**config.mk**
```make
export PLATFORM = sky130hd
export DESIGN_NAME = fp_mul_arbiter_flat
export DESIGN_NICKNAME = d
export VERILOG_FILES = /design/src/rtl/fp_mul_arbiter_if.sv /design/src/rtl/fp_mul_arbiter.sv /design/src/flat_wrapper.sv
export SDC_FILE = /design/constraint.sdc
export NUM_CORES = 1
export LEC_CHECK = 0
export CAP_MARGIN = 20
export CORE_MARGIN = 10
export CORE_UTILIZATION = 40
export DETAILED_ROUTE_END_ITERATION = 6
export PLACE_DENSITY_LB_ADDON = 0.08
export SYNTH_ARGS = -nofsm -noshare
export SYNTH_HDL_FRONTEND = slang
export SYNTH_SLANG_ARGS = --single-unit
```
**constraint.sdc**
```tcl
create_clock -name clk -period 4.13 [get_ports clk]
set_input_delay 0.6195 -clock clk [delete_from_list [all_inputs] [get_ports clk]]
set_output_delay 0.6195 -clock clk [all_outputs]
set_load 0.02 [all_outputs]
```
**src/rtl/fp_mul_arbiter_if.sv**
```systemverilog
// Signal bundle linking two requesters, one result consumer and the shared
// multiplier to the arbiter; the arbiter takes the slave side.
`timescale 1ns/1ps
interface fp_mul_arbiter_if;
    logic        req0_valid;
    logic        req0_ready;
    logic [31:0] req0_a;
    logic [31:0] req0_b;
    logic        req1_valid;
    logic        req1_ready;
    logic [31:0] req1_a;
    logic [31:0] req1_b;
    logic        rsp_valid;
    logic        rsp_ready;
    logic        rsp_id;
    logic [31:0] rsp_product;
    logic        rsp_overflow;
    logic        mul_start;
    logic [31:0] mul_fp1;
    logic [31:0] mul_fp2;
    logic [31:0] mul_product;
    logic        mul_overflow;

    modport master (
        output req0_valid, req0_a, req0_b, req1_valid, req1_a, req1_b,
               rsp_ready, mul_product, mul_overflow,
        input  req0_ready, req1_ready, rsp_valid, rsp_id, rsp_product,
               rsp_overflow, mul_start, mul_fp1, mul_fp2
    );

    modport slave (
        input  req0_valid, req0_a, req0_b, req1_valid, req1_a, req1_b,
               rsp_ready, mul_product, mul_overflow,
        output req0_ready, req1_ready, rsp_valid, rsp_id, rsp_product,
               rsp_overflow, mul_start, mul_fp1, mul_fp2
    );
endinterface

```
**src/rtl/fp_mul_arbiter.sv**
```systemverilog
// Round-robin arbiter/sequencer sharing one fixed-latency FP multiplier
// between two requesters, one operation in flight at a time.
`timescale 1ns/1ps
module fp_mul_arbiter #(
    parameter int MUL_LATENCY = 4
) (
    input  logic            clk,
    input  logic            reset,
    fp_mul_arbiter_if.slave bus,
    output logic            busy
);
    localparam int CW = $clog2(MUL_LATENCY + 1);

    typedef enum logic [1:0] {IDLE, ISSUE, WAIT, RESP} state_t;

    state_t        state;
    logic [CW-1:0] count;
    logic          last_grant;
    logic          armed;
    logic          grant0;
    logic          grant1;
    logic          start_r;
    logic [31:0]   fp1_r;
    logic [31:0]   fp2_r;
    logic          rsp_valid_r;
    logic          rsp_id_r;
    logic [31:0]   rsp_product_r;
    logic          rsp_overflow_r;
    logic          busy_r;

    // armed keeps grants off until the first clock edge after reset release.
    always_comb begin
        grant0 = 1'b0;
        grant1 = 1'b0;
        if (state == IDLE && armed) begin
            if (bus.req0_valid && bus.req1_valid) begin
                grant0 = last_grant;
                grant1 = !last_grant;
            end else begin
                grant0 = bus.req0_valid;
                grant1 = bus.req1_valid;
            end
        end
    end

    always_ff @(posedge clk or posedge reset) begin
        if (reset) begin
            state          <= IDLE;
            count          <= '0;
            last_grant     <= 1'b1;
            armed          <= 1'b0;
            start_r        <= 1'b0;
            fp1_r          <= '0;
            fp2_r          <= '0;
            rsp_valid_r    <= 1'b0;
            rsp_id_r       <= 1'b0;
            rsp_product_r  <= '0;
            rsp_overflow_r <= 1'b0;
            busy_r         <= 1'b0;
        end else begin
            armed <= 1'b1;
            case (state)
                IDLE: begin
                    if (grant0 || grant1) begin
                        fp1_r      <= grant1 ? bus.req1_a : bus.req0_a;
                        fp2_r      <= grant1 ? bus.req1_b : bus.req0_b;
                        rsp_id_r   <= grant1;
                        last_grant <= grant1;
                        start_r    <= 1'b1;
                        busy_r     <= 1'b1;
                        state      <= ISSUE;
                    end
                end
                ISSUE: begin
                    start_r <= 1'b0;
                    count   <= CW'(MUL_LATENCY - 1);
                    state   <= WAIT;
                end
                WAIT: begin
                    // The multiplier result is valid on the edge where count reads zero.
                    if (count == '0) begin
                        rsp_product_r  <= bus.mul_product;
                        rsp_overflow_r <= bus.mul_overflow;
                        rsp_valid_r    <= 1'b1;
                        state          <= RESP;
                    end else begin
                        count <= count - CW'(1);
                    end
                end
                RESP: begin
                    if (bus.rsp_ready) begin
                        rsp_valid_r <= 1'b0;
                        busy_r      <= 1'b0;
                        state       <= IDLE;
                    end
                end
                default: state <= IDLE;
            endcase
        end
    end

    assign bus.req0_ready   = grant0;
    assign bus.req1_ready   = grant1;
    assign bus.mul_start    = start_r;
    assign bus.mul_fp1      = fp1_r;
    assign bus.mul_fp2      = fp2_r;
    assign bus.rsp_valid    = rsp_valid_r;
    assign bus.rsp_id       = rsp_id_r;
    assign bus.rsp_product  = rsp_product_r;
    assign bus.rsp_overflow = rsp_overflow_r;
    assign busy             = busy_r;
endmodule
```
**src/flat_wrapper.sv**
```systemverilog
// flat-port wrapper written by rule: the top's interface ports become plain ports
module fp_mul_arbiter_flat 
#(
    parameter int MUL_LATENCY = 4
)
  (clk, reset, busy, bus_req0_valid, bus_req0_a, bus_req0_b, bus_req1_valid, bus_req1_a, bus_req1_b, bus_rsp_ready, bus_mul_product, bus_mul_overflow, bus_req0_ready, bus_req1_ready, bus_rsp_valid, bus_rsp_id, bus_rsp_product, bus_rsp_overflow, bus_mul_start, bus_mul_fp1, bus_mul_fp2);
  fp_mul_arbiter_if bus_i ();
  input  logic clk;
  input  logic reset;
  output logic busy;
  input wire logic [$bits(bus_i.req0_valid)-1:0] bus_req0_valid;
  input wire logic [$bits(bus_i.req0_a)-1:0] bus_req0_a;
  input wire logic [$bits(bus_i.req0_b)-1:0] bus_req0_b;
  input wire logic [$bits(bus_i.req1_valid)-1:0] bus_req1_valid;
  input wire logic [$bits(bus_i.req1_a)-1:0] bus_req1_a;
  input wire logic [$bits(bus_i.req1_b)-1:0] bus_req1_b;
  input wire logic [$bits(bus_i.rsp_ready)-1:0] bus_rsp_ready;
  input wire logic [$bits(bus_i.mul_product)-1:0] bus_mul_product;
  input wire logic [$bits(bus_i.mul_overflow)-1:0] bus_mul_overflow;
  output wire logic [$bits(bus_i.req0_ready)-1:0] bus_req0_ready;
  output wire logic [$bits(bus_i.req1_ready)-1:0] bus_req1_ready;
  output wire logic [$bits(bus_i.rsp_valid)-1:0] bus_rsp_valid;
  output wire logic [$bits(bus_i.rsp_id)-1:0] bus_rsp_id;
  output wire logic [$bits(bus_i.rsp_product)-1:0] bus_rsp_product;
  output wire logic [$bits(bus_i.rsp_overflow)-1:0] bus_rsp_overflow;
  output wire logic [$bits(bus_i.mul_start)-1:0] bus_mul_start;
  output wire logic [$bits(bus_i.mul_fp1)-1:0] bus_mul_fp1;
  output wire logic [$bits(bus_i.mul_fp2)-1:0] bus_mul_fp2;
  assign bus_i.req0_valid = bus_req0_valid;
  assign bus_i.req0_a = bus_req0_a;
  assign bus_i.req0_b = bus_req0_b;
  assign bus_i.req1_valid = bus_req1_valid;
  assign bus_i.req1_a = bus_req1_a;
  assign bus_i.req1_b = bus_req1_b;
  assign bus_i.rsp_ready = bus_rsp_ready;
  assign bus_i.mul_product = bus_mul_product;
  assign bus_i.mul_overflow = bus_mul_overflow;
  assign bus_req0_ready = bus_i.req0_ready;
  assign bus_req1_ready = bus_i.req1_ready;
  assign bus_rsp_valid = bus_i.rsp_valid;
  assign bus_rsp_id = bus_i.rsp_id;
  assign bus_rsp_product = bus_i.rsp_product;
  assign bus_rsp_overflow = bus_i.rsp_overflow;
  assign bus_mul_start = bus_i.mul_start;
  assign bus_mul_fp1 = bus_i.mul_fp1;
  assign bus_mul_fp2 = bus_i.mul_fp2;
  fp_mul_arbiter #(.MUL_LATENCY(MUL_LATENCY)) u_core (.clk(clk), .reset(reset), .bus(bus_i), .busy(busy));
endmodule
```
==> results.sh <==
export IMPL_drcViolationCount=0
export IMPL_fp_dieH_um=133
export IMPL_min_period_ns=2.92
export IMPL_num_antenna_cells=0
export IMPL_cts_hold_buf=0
export IMPL_drive_above_1_share_pct=9.33
export IMPL_synth_fp_nets=595
export IMPL_start_util_pct=40.6
export IMPL_io_pins=269
export IMPL_holdPathEnd="u_core.bus.rsp_id"
export IMPL_clkTransAtPathRegs_ns=0.07
export IMPL_drt_wl_total_um=17300
export IMPL_rr_startpoint="u_core.state[0]"
export IMPL_tightest_slew_ns=0.773
export IMPL_antenna_found_initial=0
export IMPL_synth_area_top_cells="dfrtp_1, a221o_1, nor3b_1"
export IMPL_cts_max_path_buffers=2
export IMPL_seqPwrFrac_pct=31.9
export IMPL_r2r_setup_slack_ns=1.78
export IMPL_placed_area_um2=7880
export IMPL_synth_seq_cells=108
export IMPL_cp_arrival_ns=2.30
export IMPL_critical_path_max_fanout=4
export IMPL_drtIter0Drc=314
export IMPL_post_dp_hpwl_um=12600
export IMPL_portBuffers=268
export IMPL_rsz0062_at_grt="no"
export IMPL_ant_nets=0
export IMPL_outcome="complete, no violations"
export IMPL_htree_levels=3
export IMPL_gr_usage_all_layers_pct=19.2
export IMPL_leakage_nw=3.31
export IMPL_synth_area_um2=5110
export IMPL_grt_max_degree=67
export IMPL_postCtsResizedCells=0
export IMPL_synth_distinct_cells=30
export IMPL_rows=41
export IMPL_cts_sinks=108
export IMPL_clock_skew_ns=0.00769
export IMPL_end_kind="primary output"
export IMPL_grt_ovfl_total=0
export IMPL_seq_area_frac_synth_pct=52.9
export IMPL_fin_area_um2=8220
export IMPL_layout_nets=842
export IMPL_die_area_um2=17700
export IMPL_cts_buffers=9
export IMPL_r2r_end="u_core.bus.mul_fp2[1]"
export IMPL_crit_required_ns=3.51
export IMPL_startpoint_type="input port"
export IMPL_area_delta_synth_final_pct=60.9
export IMPL_max_slew_margin_pct=48.4
export IMPL_p_sw_mw=2.13
export IMPL_finalPower_mw=5.89
export IMPL_hold_depth=2
export IMPL_tns_ns=0
export IMPL_postSynthAreaPerCell_um2=12.1
export IMPL_slew_violations=0
export IMPL_fmax_ghz=0.342
export IMPL_drv_cap=0
export IMPL_timing_hold_ws_ns=0.502
export IMPL_max_vdd_ir_drop_mv=0.346
export IMPL_clock_root_buffer="clkbuf_16"
export IMPL_finalSetupViolCount=0
export IMPL_first_pass_iters=4
export IMPL_vias=4415
export IMPL_die_x_um=133
export IMPL_cts_tree="done"
export IMPL_hold_start="u_core.bus.rsp_id"
export IMPL_yosys_area_top_type="dfrtp_1"
export IMPL_synth_top_area_share_pct=52.4
export IMPL_grt_pass1_wl_um=27300
export IMPL_core_um2=12600
export IMPL_pwr_density_cell_nw_per_um2=716
export IMPL_avgRoutedWirePerCell_um=20.4
export IMPL_power_share_switching_pct=36.3
export IMPL_fin_crit_sh_pct=70.8
export IMPL_min_path_type="reg2reg"
export IMPL_hold_violations=0
export IMPL_reg2reg_depth=6
export IMPL_post_cts_buffers=0
export IMPL_power_frac_comb_pct=51.6
export IMPL_vias_per_cell=5.21
export IMPL_grt_pass1_vias=4775
export IMPL_final_core_util_pct=65.4
export IMPL_pwr_share_clk_pct=16.5
export IMPL_netlist_instances=423
export IMPL_intPower_mw=3.75
export IMPL_globalplace_congestion=0.760
export IMPL_worstSetupPathType="in2out"
export IMPL_clock_latency_ns=0.35
export IMPL_ys_warn_count=0
## Yosys cell counts
library cell and n:
clkbuf_1 24, buf_1 3, nor2b_1 2, nand3_1 2, buf_6 4, and2_1 65
dfstp_2 1, o211a_1 1, nand2b_1 1, buf_2 9, nor3b_1 64, a21oi_1 3
o21ai_0 4, a22oi_1 1, ha_1 6, mux2i_1 1, nor2_1 3, a211oi_1 1
inv_1 9, a22o_1 1, o211ai_1 1, buf_4 1, o32a_1 1, dfrtp_1 107
or2_1 1, nand2_1 6, a221o_1 64, o2bb2ai_1 2, mux2_2 34, conb_1 1
## power groups by stage
stage / Sequential [mW] / Combinational (mW) / Clock (mW)
after floorplan: 2.49 / 0.994 / 0
after global placement: 1.87 / 3.04 / 0
after detailed placement: 1.89 / 3.08 / 0
after CTS: 1.88 / 3.09 / 0.993
after global routing: 1.95 / 3.25 / 1.03
final: 1.88 / 3.04 / 0.968
## cell families after synthesis
kind of cell,after synthesis,synth area share (%)
flops,108,52.9
mux,35,7.69
buf+inv,50,4.56
simple gates,144,18.7
compound gates,79,14.6
other cells,1,0.0734
fa+ha+maj,6,1.47
## sequential cells by signal, indices dropped and copies added (netlist names), 2 cells and up
signal / count
u_core.bus.rsp_product: 32
u_core.bus.mul_fp2: 32
u_core.state: 2
u_core.bus.mul_fp1: 32
u_core.count: 3
## metal layers
metal / up-vias / track usage (%) / part of all wire [%]
li1: 2048 / - / -
met1: 2173 / 22.5 / 41
met2: 173 / 31.4 / 48
met3: 21 / 7.23 / 8.8
met4: 0 / 6.60 / 2.0
met5: - / 0 / 0
## critical path, cell delays in order
cell	delay, ns
clkdlybuf4s50_1	0.46
and2_2	0.22
or2_2	0.32
inv_1	0.07
clkdlybuf4s50_1	0.61
## layout by cell type (no fill, tap or decap), types with 2 or more instances in the layout
| master | count |
|---|---|
| nor2_1 | 3 |
| dfrtp_1 | 107 |
| ha_1 | 6 |
| clkbuf_16 | 9 |
| buf_4 | 9 |
| bufinv_16 | 2 |
| and2_1 | 64 |
| a21oi_1 | 3 |
| nor3b_1 | 64 |
| o2bb2ai_1 | 2 |
| nor2b_1 | 2 |
| nand2_1 | 6 |
| inv_1 | 8 |
| mux2_2 | 34 |
| o21ai_0 | 4 |
| clkdlybuf4s50_1 | 268 |
| clkbuf_8 | 3 |
| a221o_1 | 64 |
## worst max path at each step
stage               startpoint        endpoint  slack [ns]  cells after the start
2_1_floorplan            reset    u_core.armed        0.67                      1
3_3_place_gp    bus_req0_valid  bus_req1_ready        1.21                      5
3_5_place_dp    bus_req0_valid  bus_req1_ready        1.19                      5
4_1_cts         bus_req0_valid  bus_req1_ready        1.19                      5
5_1_grt        u_core.state[0]  bus_req1_ready        1.08                      6
6_report        bus_req0_valid  bus_req1_ready        1.21                      5
## layout make-up
type / instances / area (um^2)
timing repair buffer: 277 / 2750
clock inverter: 3 / 67.6
sequential: 108 / 2700
tap: 172 / 215
clock buffer: 13 / 270
fill: 1007 / 4350
multi-input combinational: 265 / 2180
inverter: 9 / 36.3
## per-stage QoR
step | cells | setup slack (ns)
final | 847 | 1.21
after global routing | 847 | 1.08
after CTS | 847 | 1.19
after detailed placement | 831 | 1.19
after global placement | 831 | 1.21
after floorplan | 423 | 0.667
(Power assumes the default switching activity.)
